## config.mk

```make
export PLATFORM = sky130hd
export DESIGN_NAME = mem_access_ctrl
export DESIGN_NICKNAME = d
export VERILOG_FILES = /design/src/rtl/mem_access_ctrl.sv
export SDC_FILE = /design/constraint.sdc
export NUM_CORES = 1
export LEC_CHECK = 0
export CORE_ASPECT_RATIO = 1.1
export CORE_MARGIN = 4
export CORE_UTILIZATION = 28
export DETAILED_ROUTE_END_ITERATION = 10
export PLACE_DENSITY = 0.64
export SLEW_MARGIN = 5
export SYNTH_ARGS = -nofsm -noshare
export SYNTH_HDL_FRONTEND = slang
export SYNTH_SLANG_ARGS = --single-unit
```

## constraint.sdc

```tcl
create_clock -name clk -period 1.7 [get_ports clk]
set_input_delay 0.17 -clock clk [delete_from_list [all_inputs] [get_ports clk]]
set_output_delay 0.17 -clock clk [all_outputs]
set_load 0.02 [all_outputs]
```

## src/rtl/mem_access_ctrl.sv

```systemverilog
// Single-request bus initiator for the 13-bit ROM/RAM map.
// Runs one access at a time: address setup, a strobe stretched by wait states, then a one-cycle acknowledge.
module mem_access_ctrl #(
  parameter int ADDR_W   = 13,
  parameter int DATA_W   = 8,
  parameter int ROM_WAIT = 1,
  parameter int RAM_WAIT = 0
) (
  input  logic              clk,
  input  logic              rst_n,
  input  logic              req,
  input  logic              we,
  input  logic [ADDR_W-1:0] req_addr,
  input  logic [DATA_W-1:0] wdata,
  output logic              ack,
  output logic              err,
  output logic [DATA_W-1:0] rdata,
  output logic              busy,
  output logic [ADDR_W-1:0] addr,
  output logic              rd,
  output logic              wr,
  output logic [DATA_W-1:0] data_out,
  output logic              data_oe,
  input  logic [DATA_W-1:0] data_in,
  input  logic              rom_sel,
  input  logic              ram_sel
);

  localparam logic [1:0] ST_IDLE   = 2'd0;
  localparam logic [1:0] ST_SETUP  = 2'd1;
  localparam logic [1:0] ST_STROBE = 2'd2;
  localparam logic [1:0] ST_DONE   = 2'd3;

  localparam logic [3:0] ROM_WAIT_C = 4'(ROM_WAIT);
  localparam logic [3:0] RAM_WAIT_C = 4'(RAM_WAIT);

  logic [1:0]        state_q, state_d;
  logic [3:0]        cnt_q, cnt_d;
  logic              we_q, we_d;
  logic              ack_q, ack_d;
  logic              err_q, err_d;
  logic              busy_q, busy_d;
  logic              rd_q, rd_d;
  logic              wr_q, wr_d;
  logic              oe_q, oe_d;
  logic [ADDR_W-1:0] addr_q, addr_d;
  logic [DATA_W-1:0] dout_q, dout_d;
  logic [DATA_W-1:0] rdata_q, rdata_d;
  logic              reject_s;

  // Writes to ROM, unmapped addresses and conflicting selects are all refused.
  function automatic logic access_reject(input logic is_write, input logic rom, input logic ram);
    return (rom & ram) | (~rom & ~ram) | (is_write & rom);
  endfunction

  assign reject_s = access_reject(we_q, rom_sel, ram_sel);

  // Next-state and output-register logic for the access sequencer.
  always_comb begin
    state_d = state_q;
    cnt_d   = cnt_q;
    we_d    = we_q;
    ack_d   = 1'b0;
    err_d   = 1'b0;
    busy_d  = busy_q;
    rd_d    = rd_q;
    wr_d    = wr_q;
    oe_d    = oe_q;
    addr_d  = addr_q;
    dout_d  = dout_q;
    rdata_d = rdata_q;
    case (state_q)
      ST_IDLE: begin
        if (req) begin
          state_d = ST_SETUP;
          we_d    = we;
          addr_d  = req_addr;
          dout_d  = wdata;
          busy_d  = 1'b1;
          oe_d    = we;
        end else begin
          state_d = ST_IDLE;
        end
      end
      ST_SETUP: begin
        if (reject_s) begin
          state_d = ST_DONE;
          ack_d   = 1'b1;
          err_d   = 1'b1;
        end else begin
          state_d = ST_STROBE;
          cnt_d   = rom_sel ? ROM_WAIT_C : RAM_WAIT_C;
          rd_d    = ~we_q;
          wr_d    = we_q;
        end
      end
      ST_STROBE: begin
        if (cnt_q == 4'd0) begin
          state_d = ST_DONE;
          ack_d   = 1'b1;
          rd_d    = 1'b0;
          wr_d    = 1'b0;
          if (!we_q) begin
            rdata_d = data_in;
          end else begin
            rdata_d = rdata_q;
          end
        end else begin
          cnt_d = cnt_q - 4'd1;
        end
      end
      ST_DONE: begin
        // data_oe stays up through this cycle to hold write data past wr.
        state_d = ST_IDLE;
        busy_d  = 1'b0;
        oe_d    = 1'b0;
      end
      default: begin
        state_d = ST_IDLE;
        busy_d  = 1'b0;
        rd_d    = 1'b0;
        wr_d    = 1'b0;
        oe_d    = 1'b0;
      end
    endcase
  end

  // State and registered bus outputs; reset abandons any access in flight.
  always_ff @(posedge clk or negedge rst_n) begin
    if (!rst_n) begin
      state_q <= ST_IDLE;
      cnt_q   <= 4'd0;
      we_q    <= 1'b0;
      ack_q   <= 1'b0;
      err_q   <= 1'b0;
      busy_q  <= 1'b0;
      rd_q    <= 1'b0;
      wr_q    <= 1'b0;
      oe_q    <= 1'b0;
      addr_q  <= '0;
      dout_q  <= '0;
      rdata_q <= '0;
    end else begin
      state_q <= state_d;
      cnt_q   <= cnt_d;
      we_q    <= we_d;
      ack_q   <= ack_d;
      err_q   <= err_d;
      busy_q  <= busy_d;
      rd_q    <= rd_d;
      wr_q    <= wr_d;
      oe_q    <= oe_d;
      addr_q  <= addr_d;
      dout_q  <= dout_d;
      rdata_q <= rdata_d;
    end
  end

  assign ack      = ack_q;
  assign err      = err_q;
  assign rdata    = rdata_q;
  assign busy     = busy_q;
  assign addr     = addr_q;
  assign rd       = rd_q;
  assign wr       = wr_q;
  assign data_out = dout_q;
  assign data_oe  = oe_q;

endmodule

```

==> flow_summary.toml <==
[run_status]
status = "finished clean"

[setup_path]
critPathArrivalTime_ns = 1.81
start_kind = "register"
critPathKind = "register to register"
worstPathMaxFanout = 8
end_kind = "register"
worstPathRequired_ns = 1.88

[worst_hold_path]
hold_path_class = "input port to async pin"

[global_route]
grtUsageTotal = 0.106
grt_pass1_wl_um = 6640
overflow = 0
antenna_found_initial = 0
grt_max_degree = 43
grt_pass1_vias = 1383

[die]
ioPinCount = 70
die_h_um = 92.3
core_area_um2 = 6230
initial_core_util = 0.291
die_x_um = 84.7
die_area_um2 = 7820
rows = 30

[route]
wl_per_cell_um = 13.2
wirelength_met1_um = 1860
wl_met2_um = 1760
vias = 1355
top_layer = "met4"
drt_wl_total_um = 3930
antenna_left = 0
drt-initial-drc-count = 22
drc = 0
dr.pass1.iters = 4
wl_met3_um = 257
avgViaCountPerCell = 4.53

[finish]
num_antenna_cells = 0
layout_common_cells = "68 x clkdlybuf4s50_1, 42 x dfrtp_1, 31 x mux2_2"
layout_commonest_cell = "clkdlybuf4s50_1"
nets = 259
final_cells = 299
multi_input_area_um2 = 728
area_growth_pct = 55.0
layout-drive-gt1-share = 0.269
fillers = 610
seq_area_um2 = 1050

[power_and_ir_drop]
power_density_nw_per_um2 = 1940
ir_worst_vdd_v = 0.000686
p_leak_uw = 0.00119
p_total_uw = 5440

[synth]
yosysWarnings = 0
synthArstFlopShare = 1.00
synth_edf_count = 0
synthCells = 135
ys.flop_type = "dfrtp_1"
ys_ff_latch = 42
synthAdderAreaFrac = 0.0415
synth.net_count = 176
synth.distinct_cells = 28
synth_compound_area_frac = 0.0774
syn_area_um2 = 1810
postSynthAreaPerCell_um2 = 13.4
synthMuxAreaShare = 0.193
synth_xor_area_frac = 0.00484
synth_top_family_by_area = "multiplexers"
ys_seq_area_frac = 0.581
synthSimpleGateAreaFrac = 0.0802

[run]
max-cap-violations = 0

[sta]
fin_crit_sh = 0.963
min_period_ns = 1.64
hold_slack_ns = 0.483
final_max_slew_viol_count = 0
setup-violations-final = 0
maxSlewHeadroom = 0.644
hold_violations = 0
clock.fmax_ghz = 0.611
worst_pin_slew_ns = 0.534
setup_ws_ns = 0.0636
finClkSkew_ns = 0.0122

[clock_tree]
root_buffer = "clkbuf_8"
cts_sinks = 42
cts_tree = "yes"
clk_latency_ns = 0.29
cts_made_buffers = 5
h-tree-depth = 2
clk_pin_slew_ns = 0.09
clk_path_buf_depth = 2

[place]
gp_congestion = 0.735
dp_slack_ns = 0.0430
dp_cells = 288
numPortBuffers = 69
hpwl_um = 2860
==> final timing paths <==
check / from / end / slack (ns) / cells after the start
worst max-delay path: state_q[0]$_DFFE_PN0P_ / rdata[6]$_DFFE_PN0P_ / 0.06 / 6
worst min-delay path: rst_n / busy$_DFFE_PN0P_ / 0.48 / 3
worst max register to register: state_q[0]$_DFFE_PN0P_ / rdata[6]$_DFFE_PN0P_ / 0.06 / 6
worst min register to register: addr[12]$_DFFE_PN0P_ / addr[12]$_DFFE_PN0P_ / 0.51 / 1
max in group asynchronous: rst_n / data_out[4]$_DFFE_PN0P_ / 0.86 / 3
min in group clk: wdata[0] / data_out[0]$_DFFE_PN0P_ / 0.49 / 2
==> metrics by stage <==
stage	util	TNS, ns	area [µm²]
after floorplan	-	0	1810
after global placement	0.427	0	2660
after detailed placement	0.427	0	2660
after CTS	0.446	0	2780
after global routing	0.450	-0.00256	2810
final	0.450	0	2810
==> sequential cells by signal, indices dropped and copies added, names as in the netlist <==
register	flops
cnt_q	4
rdata	8
addr	13
ack	1
busy	1
err	1
wr	1
data_out	8
state_q	2
rd	1
data_oe	1
we_q	1
==> logic make-up (layout without fill, tap and decap cells) <==
| family | Yosys count | after routing |
|---|---|---|
| flip-flops | 42 | 42 |
| multiplexers | 31 | 31 |
| AND/OR/NAND/NOR | 25 | 25 |
| AO/OA/AOI/OAI | 20 | 20 |
| buffers and inverters | 10 | 94 |
| adder cells (fa/ha/maj) | 6 | 6 |
| XOR/XNOR | 1 | 1 |
==> cells in the mapped netlist, types with 2 or more instances <==
cell type	n	area (µm²)
a21oi_1	2	10.0
a31oi_1	2	12.5
buf_2	3	15.0
dfrtp_1	42	1050
ha_1	6	75.1
inv_1	6	22.5
mux2_2	31	349
nand2_1	7	26.3
nand2b_1	3	18.8
nor2_1	2	7.51
nor2b_1	5	31.3
o21ai_0	7	35.0
o2bb2ai_1	3	26.3
o31ai_1	2	15.0
==> worst max-delay path, stage by stage (launching register included) <==
cell and delay, ns:
dfrtp_1 0.42, inv_2 0.08, ha_2 0.18, nand4bb_1 0.16, nor2_2 0.19, buf_12 0.14, mux2_2 0.33
==> per-layer routing <==
metal,vias up,track usage
li1,642,-
met1,661,0.141
met5,-,0
met2,47,0.164
met3,5,0.0320
met4,0,0.0356
==> timing repair <==
action,CTS,global route
setup endpoints to repair,0,9
hold endpoints to repair,42,0
gates resized for setup,0,6
buffers inserted,0,2
hold buffers,1,0
==> power breakdown <==
| part | total, µW | internal, µW | switching (µW) |
|---|---|---|---|
| Sequential | 1770 | 1490 | 286 |
| Combinational | 2880 | 1570 | 1310 |
| Clock | 782 | 433 | 349 |
==> cell type report <==
| class | count | share of cell area |
|---|---|---|
| clock buffer | 5 | 0.0245 |
| clock inverter | 3 | 0.0143 |
| inverter | 6 | 0.00802 |
| multi-input combinational | 83 | 0.259 |
| sequential | 42 | 0.374 |
| tap | 80 | 0.0357 |
| timing repair buffer | 80 | 0.284 |
No activity file was read; power rests on OpenSTA's default activity.
